--- src/rtl/pc_sequencer_pkg.sv ---
// ============================================================================
// pc_sequencer_pkg : shared branch codes, sequencer states and next-PC selects
// Revision 1.0
// ============================================================================
`default_nettype none

package pc_sequencer_pkg;

    typedef enum logic [2:0] {
        BR_NONE = 3'b000,
        BR_BEQ  = 3'b001,
        BR_BNE  = 3'b010,
        BR_BLT  = 3'b011,
        BR_BGE  = 3'b100,
        BR_BLTU = 3'b101,
        BR_BGEU = 3'b110,
        BR_JUMP = 3'b111
    } br_op_e;

    typedef enum logic [1:0] {
        ST_FETCH = 2'b00,
        ST_EXEC  = 2'b01,
        ST_HALT  = 2'b10
    } seq_state_e;

    localparam logic [1:0] NPC_SEQ = 2'b00;
    localparam logic [1:0] NPC_ALU = 2'b01;

    function automatic logic is_word_aligned(input logic [1:0] lsbs);
        return (lsbs == 2'b00);
    endfunction

endpackage

`default_nettype wire

--- src/rtl/pc_sequencer_branch_resolve.sv ---
// ============================================================================
// branch_resolve : combinational branch/jump decision from ALU compare flags
// Revision 1.0
// ============================================================================
`default_nettype none

module branch_resolve
    import pc_sequencer_pkg::*;
(
    input  logic [2:0] branchOp_i,
    input  logic       aluZero_i,
    input  logic       aluLt_i,
    input  logic       aluLtu_i,
    output logic       taken_o
);

    br_op_e w_op;

    always_comb begin
        w_op    = br_op_e'(branchOp_i);
        taken_o = 1'b0;
        case (w_op)
            BR_NONE: taken_o = 1'b0;
            BR_BEQ:  taken_o = aluZero_i;
            BR_BNE:  taken_o = ~aluZero_i;
            BR_BLT:  taken_o = aluLt_i;
            BR_BGE:  taken_o = ~aluLt_i;
            BR_BLTU: taken_o = aluLtu_i;
            BR_BGEU: taken_o = ~aluLtu_i;
            BR_JUMP: taken_o = 1'b1;
            default: taken_o = 1'b0;
        endcase
    end

endmodule

`default_nettype wire

--- src/rtl/pc_sequencer.sv ---
// ============================================================================
// pc_sequencer : PC owner, fetch/exec/update sequencing, retire counter, trap
// Revision 1.0
// ============================================================================
`default_nettype none

module pc_sequencer
    import pc_sequencer_pkg::*;
#(
    parameter logic [31:0] RESET_PC = 32'h0000_0000,
    parameter int          XLEN     = 32
) (
    input  logic            clk,
    input  logic            rst_n,
    output logic            imemReq,
    output logic [XLEN-1:0] imemAddr,
    input  logic            imemAck,
    input  logic [2:0]      branchOp,
    input  logic            aluZero,
    input  logic            aluLt,
    input  logic            aluLtu,
    input  logic            exDone,
    input  logic [XLEN-1:0] nextPcIn,
    output logic [1:0]      NexPcSrc,
    output logic [XLEN-1:0] pc,
    output logic            instrFire,
    output logic [XLEN-1:0] instret,
    output logic            misalignErr,
    output logic            halted
);

    localparam logic [XLEN-1:0] c_ONE = {{(XLEN-1){1'b0}}, 1'b1};

    seq_state_e      state_q, state_d;
    logic [XLEN-1:0] pc_q, pc_d;
    logic [XLEN-1:0] instret_q, instret_d;
    logic            err_q, err_d;
    logic            fire_q, fire_d;
    logic            active_q;
    logic            w_taken;

    branch_resolve u_branch_resolve (
        .branchOp_i (branchOp),
        .aluZero_i  (aluZero),
        .aluLt_i    (aluLt),
        .aluLtu_i   (aluLtu),
        .taken_o    (w_taken)
    );

    // active_q holds the fetch request off for the first cycle out of reset.
    always_ff @(posedge clk or negedge rst_n) begin
        if (!rst_n) begin
            state_q   <= ST_FETCH;
            pc_q      <= RESET_PC[XLEN-1:0];
            instret_q <= '0;
            err_q     <= 1'b0;
            fire_q    <= 1'b0;
            active_q  <= 1'b0;
        end else begin
            state_q   <= state_d;
            pc_q      <= pc_d;
            instret_q <= instret_d;
            err_q     <= err_d;
            fire_q    <= fire_d;
            active_q  <= 1'b1;
        end
    end

    always_comb begin
        state_d   = state_q;
        pc_d      = pc_q;
        instret_d = instret_q;
        err_d     = err_q;
        fire_d    = 1'b0;
        case (state_q)
            ST_FETCH: begin
                if (active_q && imemAck) state_d = ST_EXEC;
            end
            ST_EXEC: begin
                if (exDone) begin
                    if (!is_word_aligned(nextPcIn[1:0])) begin
                        state_d = ST_HALT;
                        err_d   = 1'b1;
                    end else begin
                        pc_d      = nextPcIn;
                        fire_d    = 1'b1;
                        instret_d = instret_q + c_ONE;
                        state_d   = ST_FETCH;
                    end
                end
            end
            ST_HALT: state_d = ST_HALT;
            default: state_d = ST_HALT;
        endcase
    end

    assign imemReq     = active_q && (state_q == ST_FETCH);
    assign imemAddr    = pc_q;
    assign NexPcSrc    = ((state_q == ST_EXEC) && w_taken) ? NPC_ALU : NPC_SEQ;
    assign pc          = pc_q;
    assign instrFire   = fire_q;
    assign instret     = instret_q;
    assign misalignErr = err_q;
    assign halted      = (state_q == ST_HALT);

endmodule

`default_nettype wire

--- config.mk ---
export PLATFORM = sky130hd
export DESIGN_NAME = pc_sequencer
export DESIGN_NICKNAME = d
export VERILOG_FILES = /design/src/rtl/pc_sequencer_pkg.sv /design/src/rtl/pc_sequencer_branch_resolve.sv /design/src/rtl/pc_sequencer.sv
export SDC_FILE = /design/constraint.sdc
export NUM_CORES = 1
export LEC_CHECK = 0
export BUFFER_PORTS_ARGS = -buffer_cell sky130_fd_sc_hd__clkbuf_2
export CAP_MARGIN = 20
export CORE_MARGIN = 10
export CORE_UTILIZATION = 47
export CTS_CLUSTER_SIZE = 25
export DETAILED_ROUTE_END_ITERATION = 16
export PLACE_DENSITY = 0.91
export RECOVER_POWER = 25
export SYNTH_ARGS = -nofsm -noshare
export SYNTH_HDL_FRONTEND = slang
export SYNTH_HIERARCHICAL = 1
export SYNTH_SLANG_ARGS = --single-unit
--- constraint.sdc ---
create_clock -name clk -period 2.54 [get_ports clk]
set_clock_uncertainty 0.15 [all_clocks]
set_input_delay 0 -clock clk [delete_from_list [all_inputs] [get_ports clk]]
set_output_delay 0 -clock clk [all_outputs]
set_load 0.1 [all_outputs]
==> out/metrics.yaml, run 1 <==
worst-path-max-fanout: 10
root_buffer: "clkbuf_8"
dieWidth_microns: 103
status: "finished, final reports clean"
fmax_mhz: 434
cp_data_required_time_ns: 2.65
ant_nets: 0
ys_top_cells_by_area: "dfrtp_1, nand2_1, buf_4"
period_needed_ns: 2.30
wire_per_inst_microns: 15.1
crit_path_end_kind: "flop"
place_congestion: 0.825
yosysTopAreaCellShare_pct: 52.8
antenna_found_initial: 0
synthArstFlopShare_pct: 100
drc: 0
register_area_sq_um: 1740
clkSinkCount: 69
via_per_inst: 4.80
first_pass_iters: 4
grt_usage_pct: 17.0
syn_to_final_growth_pct: 35.2
vdd_drop_max_mv: 0.880
cts_buffers: 9
start_util_pct: 48.1
grt_pass1_vias: 2908
grt_max_degree: 27
synth.net_count: 380
syn_inst: 337
p_per_area_nw_per_um2: 1080
die_area_sq_um: 10700
grt_pass1_wl_microns: 14100
rsz0062_at_grt: "no"
synth_flop_cell: "dfrtp_1"
finalSetupTns_ns: 0
cts_tree: "built"
fin_nets: 534
maxCapViolCount: 0
grt.overflow.total: 0
max-slew-margin-rel_pct: 9.43
synth_edf_count: 0
dp_hpwl_microns: 6570
core_area_sq_um: 6790
slew_violations: 0
via_count: 2853
netlist.top_cell.by_area: "dfrtp_1"
clk_latency_ns: 0.34
clock_path_buffers: 2
ys_seq_area_share_pct: 52.8
fill_cells: 528
finalSetupViolations: 0
synth.most_common_cell: "nand2_1"
synthDistinctLibCells: 37
syn_avg_cell_area_sq_um: 9.71
arrival_ns: 2.42
netlist_area_sq_um: 3270
wl_microns: 8980
fin_crit_sh_pct: 90.7
rows: 30
totalPowerFinal_uw: 4760
synth_common_cells: "nand2_1, dfrtp_1, buf_4, xor2_1, xnor2_1"
power_leakage_uw: 0.00241
drive_above_1_share_pct: 37.3
htree_levels: 3
yosysWarnings: 6
worst-setup-path-type: "reg -> reg"
drt_iter0_drc: 116
ioPinCount: 144
dieHeight_microns: 103
port_buffers: 142
holdCritPathClass: "in -> reg"
timing.reg2reg.setup_slack_ns: 0.24
multi_input_area_sq_um: 1210
clk_pin_slew_ns: 0.08
synth-seq-cells: 69
cp-start-kind: "flop"
hold_viol: 0
worst_slew_pin_slew_ns: 1.36
==> cells in the final DEF, fill, tap and decap left out, types with 2 or more instances in the layout <==
cell type and instances:
dfrtp_1 55, buf_4 6, nor3_1 10, nor4_1 6
dfrtp_2 14, a21oi_1 2, clkbuf_2 134, or4_1 3
a31o_2 2, conb_1 2, xnor2_1 12, inv_1 9
diode_2 2, nand3_1 10, nor3b_1 2, nor2b_1 2
clkbuf_8 10, nand4_1 6, xor2_1 19, nand2_1 105
and4_1 2, and2_1 3, nor2_1 5, or2_2 2
dlygate4sd3_1 37, nor4_2 7, clkinv_2 4, clkbuf_1 11
==> critical path, cell delays in order, from the launching register on <==
cell and delay (ns):
dfrtp_1 0.38, or4b_1 0.53, or4_4 0.65, nor4_2 0.34
xor2_1 0.17
==> final timing paths <==
path,depth (start not counted),start,to
worst max-delay path,4,state_q[1],instret[25]
max in group asynchronous,3,rst_n,instret[13]
worst min register to register,1,instret[31],instret[31]
min in group asynchronous,3,rst_n,instret[1]
worst min-delay path,5,nextPcIn[1],instret[31]
worst max register to register,4,state_q[1],instret[25]
==> per-layer routing <==
metal | vias to the layer above | wire length, microns | track usage, %
met2 | 112 | 4520 | 28.2
met5 | - | 0 | 0
met3 | 11 | 818 | 7.04
li1 | 1376 | - | -
met4 | 0 | 80 | 5.03
met1 | 1354 | 3550 | 19.8
==> area by class of cell <==
class	instances	area share, %
antenna	2	0.113
multi-input combinational	213	27.4
sequential	69	39.5
clock inverter	6	0.849
inverter	10	0.849
clock buffer	10	3.11
tap	96	2.72
timing repair buffer	188	25.5
==> registers in the layout (all words and copies together), names as in the netlist <==
register and flops:
active_q 1, imemAddr 32, instrFire 1, instret 32, misalignErr 1, state_q 2
==> stage by stage <==
step                instance area (sq um)  util (%)  hold slack, ns  setup WS, ns  std cells
floorplan                            3290         -          -0.446       0.00419        337
global placement                     3890      57.3          -0.193         0.320        539
detailed placement                   3890      57.3          -0.176         0.258        539
CTS                                  4440      65.3          0.0927         0.236        592
global route                         4420      65.0           0.209         0.121        592
finish                               4420      65.1           0.202         0.237        594
==> report_power, final <==
group / internal, uW / switching [uW] / leakage, uW
Combinational: 314 / 2290 / 0.00143
Sequential: 1250 / 119 / 0.000882
Clock: 379 / 413 / 0.0000962
==> timing repair <==
action / 4_1_cts / 5_1_grt
hold buffers: 37 / 0
endpoints found under the hold margin: 102 / 0
resized for setup: 0 / 0
setup buffers: 0 / 0
endpoints found under the setup margin: 0 / 0
==> cells by family after synthesis <==
logic type,Yosys count,synth area share [%]
AND/OR/NAND/NOR,172,26.4
flip-flops,69,52.8
buffers and inverters,55,10.3
XOR/XNOR,31,8.30
AO/OA/AOI/OAI,7,1.53
other,2,0.230
adder cells (fa/ha/maj),1,0.382
No activity file was read; power rests on OpenSTA's default activity.
==> run 2, diff against run 1 <==
Settings changed: BUFFER_PORTS_ARGS -buffer_cell sky130_fd_sc_hd__clkbuf_2 to unset, CORE_UTILIZATION 47 to 60, DONT_BUFFER_PORTS set to 1, PLACE_DENSITY 0.91 to 0.87.
Clock period 2.54 ns to 2.16 ns, I/O delays scaled along.
==> run 2 against run 1 <==
The run now ends with setup timing left; sequential power increased by 26%; critical path depth unchanged; sequential share of layout area increased by 0.19 points; first-iteration DRC count increased by 28%; critical endpoint is now instret[17]; worst setup slack lost 0.29 ns; largest cell class unchanged; global-route usage increased by 5.5 points; combinational power increased by 15%.
==> out/metrics.yaml, run 2 (synthesized netlist as in run 1, its figures left out) <==
final_common_cell: "nand2_1"  # was clkbuf_2
die_area_sq_um: 8800  # was 10700 sq um
grt_pass1_wl_microns: 15400  # was 14100 microns
clkSinkCount: 69  # unchanged
slew_violations: 0  # unchanged
cts_buffers: 9  # unchanged
fin_nets: 463  # was 534
grt_pass1_vias: 2899  # was 2908
critPathLaunch: "state_q[1]"  # unchanged
multi_input_area_sq_um: 1380  # was 1210 sq um
holdCritPathClass: "in -> async"  # was in -> reg
grt_max_degree: 70  # was 27
worst-setup-path-type: "reg -> reg"  # unchanged
use_met3_pct: 8.79  # was 7.04%
final_cell_mix: "nand2_1, buf_4, dfrtp_2"  # was clkbuf_2, nand2_1, dfrtp_1
worst_slew_pin_slew_ns: 0.889  # was 1.36 ns
busiest_layer: "met2"  # unchanged
fin_ws_ns: -0.0565  # was 0.237 ns
clk_latency_ns: 0.34  # about the same
place_congestion: 0.775  # was 0.825
drc: 0  # unchanged
crit_path_end_kind: "flop"  # unchanged
dpl.cell_count: 439  # was 539
use_met2_pct: 38.4  # was 28.2%
finalSetupTns_ns: -0.0927  # was 0 ns
via_count: 2745  # was 2853
first_pass_iters: 5  # was 4
register_area_sq_um: 1830  # was 1740 sq um
worst-path-max-fanout: 5  # was 10
ant_nets: 0  # unchanged
core_area_sq_um: 5200  # was 6790 sq um
violations: "setup timing"
dp_hpwl_microns: 6210  # was 6570 microns
status: "complete, but fails checks"  # was finished, final reports clean
fmax_mhz: 451  # was 434 MHz
dieWidth_microns: 93.8  # was 103 microns
clk_pin_slew_ns: 0.08  # about the same
hold_viol: 0  # unchanged
rows: 26  # was 30
period_needed_ns: 2.22  # was 2.30 ns
htree_levels: 3  # unchanged
maxCapViolCount: 0  # unchanged
final_cell_area_sq_um: 4620  # was 4420 sq um
fill_cells: 245  # was 528
wire_per_inst_microns: 20.3  # was 15.1 microns
arrival_ns: 2.31  # was 2.42 ns
syn_to_final_growth_pct: 41.3  # was 35.2%
fin_crit_sh_pct: 103  # was 90.7%
vdd_drop_max_mv: 1.02  # was 0.880 mV
drt_iter0_drc: 149  # was 116
placed_cell_area_sq_um: 3900  # was 3890 sq um
dieHeight_microns: 93.8  # was 103 microns
clock_path_buffers: 2  # unchanged
root_buffer: "clkbuf_8"  # unchanged
final_cells: 496  # was 594
grt_util_met1_pct: 24.4  # was 19.8%
cp-start-kind: "flop"  # unchanged
totalPowerFinal_uw: 6010  # was 4760 uW
finalSetupViolations: 3  # was 0
port_buffers: 0  # was 142
p_per_area_nw_per_um2: 1300  # was 1080 nW/um^2
antenna_found_initial: 0  # unchanged
drive_above_1_share_pct: 42.6  # was 37.3%
grt.overflow.total: 0  # unchanged
wl_microns: 10000  # was 8980 microns
r2r_start: "state_q[1]"  # unchanged
start_util_pct: 62.8  # was 48.1%
power_leakage_uw: 0.00228  # was 0.00241 uW
grt_usage_pct: 22.5  # was 17.0%
cp_data_required_time_ns: 2.25  # was 2.65 ns
ioPinCount: 144  # unchanged
rsz0062_at_grt: "yes"  # was no
max-slew-margin-rel_pct: 40.8  # was 9.43%
cts_tree: "built"  # unchanged
via_per_inst: 5.53  # was 4.80
## run 2: cell types whose count changed in the layout (fill, tap and decap cells not counted), moves of 4 or more
cell / before / now
clkbuf_2: 134 / 0
dfrtp_4: 0 / 13
clkbuf_1: 11 / 0
nor4_4: 1 / 10
dfrtp_2: 14 / 45
buf_4: 6 / 75
dfrtp_1: 55 / 11
nor4_1: 6 / 0
buf_12: 0 / 4
## run 2: metrics by stage
step / util, % / hold slack, ns / worst slack, ns
final: 88.8 / 0.0624 / -0.0565
after global routing: 88.7 / 0.0599 / -0.0856
after CTS: 87.5 / 0.0536 / -0.0175
after detailed placement: 74.9 / -0.443 / -0.134
after global placement: 74.9 / -0.443 / -0.0367
after floorplan: - / -0.446 / -0.0932
## run 2: repair_timing
| action | in CTS | in global routing |
|---|---|---|
| gates resized for setup | 3 | 7 |
| pin swaps | 2 | 2 |
| endpoints found under the setup margin | 10 | 13 |
| endpoints found under the hold margin | 102 | 0 |
| cloned | 1 | 0 |
| hold buffers | 37 | 0 |
| buffers inserted | 0 | 2 |
## run 2: area by class of cell
class,count,area share (%)
well taps,70,1.90
diodes,1,0.0542
clock buffers,10,2.98
clock inverters,6,2.38
multi-input cells,214,29.9
flip-flops and latches,69,39.6
inverters,10,0.812
repair buffers,116,22.3
## run 2: layer usage
metal | share of wire (%) | vias to the layer above
li1 | - | 1237
met1 | 35 | 1348
met2 | 53 | 140
met3 | 9.3 | 20
met4 | 2.2 | 0
met5 | 0 | -
## run 2: final timing paths
| check | cells past startpoint | slack (ns) | endpoint |
|---|---|---|---|
| setup reg to reg | 4 | -0.06 | instret[17] |
| setup / recovery | 4 | -0.06 | instret[17] |
| hold reg to reg | 2 | 0.33 | imemAddr[20] |
| hold / removal | 2 | 0.06 | instret[23] |
| min in group clk | 4 | 0.07 | instret[19] |
| max in group asynchronous | 2 | 1.49 | instret[4] |
## run 2: critical path, cell delays in order, from the launching register on
cell     delay [ns]
dfrtp_1        0.40
or4b_4         0.52
or4_4          0.60
nor4_2         0.29
xnor2_1        0.16
## run 2: power breakdown
group	internal (uW)	total [uW]	leakage, uW	switching, uW
registers	1490	1720	0.000815	229
logic	426	3000	0.00135	2580
clock network	796	1280	0.000119	487
total	2720	6010	0.00228	3290
==> run 3, diff against run 2 <==
Settings changed: CORE_UTILIZATION 60 to 45, CTS_BUF_LIST set to sky130_fd_sc_hd__clkbuf_16, PLACE_DENSITY 0.87 to 0.71.
==> run 3 against run 2 <==
The flow now finishes without violations; critical endpoint is now instret[15]; die area increased by 26%; non-clock buffer count decreased by 1; critical path depth unchanged; clock-buffer cell count decreased by 1; sequential cell count unchanged; via count decreased by 5.7%; utilization decreased by 25 points; combinational power increased by 2%.
==> out/metrics.yaml, run 3 (synthesized netlist as in run 1, its figures left out) <==
power_leakage_uw: 0.00227  # was 0.00228 uW
htree_levels: 3  # unchanged
wl_microns: 8680  # was 10000 microns
p_per_area_nw_per_um2: 1310  # was 1300 nW/um^2
grt_pass1_vias: 2883  # was 2899
final_cell_mix: "nand2_1, buf_4, dfrtp_2"  # unchanged
rows: 31  # was 26
antenna_found_initial: 0  # unchanged
arrival_ns: 2.23  # was 2.31 ns
fin_crit_sh_pct: 99.2  # was 103%
clk_pin_slew_ns: 0.06  # was 0.08 ns
fmax_mhz: 467  # was 451 MHz
status: "finished, final reports clean"  # was complete, but fails checks
worst-path-max-fanout: 10  # was 5
clk_latency_ns: 0.32  # was 0.34 ns
final_cell_area_sq_um: 4610  # was 4620 sq um
cp-start-kind: "flop"  # unchanged
critPathLaunch: "state_q[1]"  # unchanged
clkSinkCount: 69  # unchanged
placed_cell_area_sq_um: 3900  # about the same
place_congestion: 0.796  # was 0.775
core_area_sq_um: 7180  # was 5200 sq um
final_common_cell: "nand2_1"  # unchanged
grt.overflow.total: 0  # unchanged
cts_buffers: 9  # unchanged
whs_ns: 0.0673  # was 0.0624 ns
grt_usage_pct: 16.1  # was 22.5%
dieWidth_microns: 105  # was 93.8 microns
syn_to_final_growth_pct: 40.9  # was 41.3%
r2r_start: "state_q[1]"  # unchanged
drt_iter0_drc: 47  # was 149
worst_slew_pin_slew_ns: 0.880  # was 0.889 ns
register_area_sq_um: 1830  # unchanged
utilization_pct: 64.2  # was 88.8%
die_area_sq_um: 11100  # was 8800 sq um
period_needed_ns: 2.14  # was 2.22 ns
dp_hpwl_microns: 6010  # was 6210 microns
crit_path_end_kind: "flop"  # unchanged
grt_max_degree: 70  # unchanged
hold_viol: 0  # unchanged
cp_data_required_time_ns: 2.25  # about the same
drive_above_1_share_pct: 40.9  # was 42.6%
fill_cells: 557  # was 245
via_per_inst: 4.96  # was 5.53
slew_violations: 0  # unchanged
maxCapViolCount: 0  # unchanged
finalSetupViolations: 0  # was 3
cts_setup_buffers: 0  # unchanged
diodes: 0  # was 1
start_util_pct: 45.6  # was 62.8%
clock_path_buffers: 2  # unchanged
grt_pass1_wl_microns: 14500  # was 15400 microns
fin_nets: 461  # was 463
ant_nets: 0  # unchanged
port_buffers: 0  # unchanged
ioPinCount: 144  # unchanged
root_buffer: "clkbuf_16"  # was clkbuf_8
wire_per_inst_microns: 16.6  # was 20.3 microns
via_count: 2589  # was 2745
cts_tree: "built"  # unchanged
max-slew-margin-rel_pct: 41.3  # was 40.8%
dieHeight_microns: 105  # was 93.8 microns
multi_input_area_sq_um: 1350  # was 1380 sq um
drc: 0  # unchanged
holdCritPathClass: "in -> async"  # unchanged
first_pass_iters: 4  # was 5
rsz0062_at_grt: "yes"  # unchanged
vdd_drop_max_mv: 1.09  # was 1.02 mV
finalSetupTns_ns: 0  # was -0.0927 ns
worst-setup-path-type: "reg -> reg"  # unchanged
-- run 3: cell types whose count changed in the layout (fill, tap and decap cells not counted), sizes merged --
cell,change
bufinv,-2
clkbuf,-1
diode,-1
clkinv,+3
inv,+1
buf,-1
clkinvlp,-1
or4,-1
-- run 3: area by class of cell --
type / count / share of cell area (%)
well taps: 99 / 2.69
clock buffers: 9 / 4.89
flip-flops and latches: 69 / 39.8
clock inverters: 7 / 1.25
inverters: 10 / 0.815
repair buffers: 115 / 21.4
multi-input cells: 213 / 29.2
-- run 3: final timing paths --
kind / end / slack (ns) / depth (start not counted)
max reg2reg: instret[15] / 0.02 / 4
max: instret[15] / 0.02 / 4
max in group asynchronous: instret[0] / 1.48 / 2
min reg2reg: instret[31] / 0.32 / 1
min in group clk: imemAddr[16] / 0.09 / 4
min: instret[16] / 0.07 / 2
-- run 3: per-stage QoR --
step,instances,power [uW],setup slack [ns]
floorplan,337,4370,-0.0932
global placement,469,4570,-0.0504
detailed placement,469,4590,-0.0976
CTS,522,6100,0.00891
global route,522,6260,-0.0428
finish,522,6050,0.0178
-- run 3: layer usage --
layer,share of wire [%],track usage (%),wire length [microns]
met4,2.0,7.06,174
met5,0,0,0
met3,10,7.55,907
met2,50,26.8,4340
met1,38,17.1,3260
-- run 3: critical path, cell delays in order (launching register included) --
cell	delay [ns]
dfrtp_1	0.37
or4b_1	0.48
or4_4	0.59
nor4_2	0.28
xor2_1	0.19
-- run 3: power by group --
group / internal [uW] / switching [uW] / leakage [uW]
Sequential: 1500 / 102 / 0.000815
Combinational: 390 / 2670 / 0.00131
Clock: 874 / 516 / 0.000139
Total: 2760 / 3290 / 0.00227
-- run 3: what timing repair did --
action / 4_1_cts / 5_1_grt
setup endpoints to repair: 8 / 9
pin swaps: 1 / 0
hold buffers: 37 / 0
hold endpoints to repair: 102 / 0
resized for setup: 0 / 5
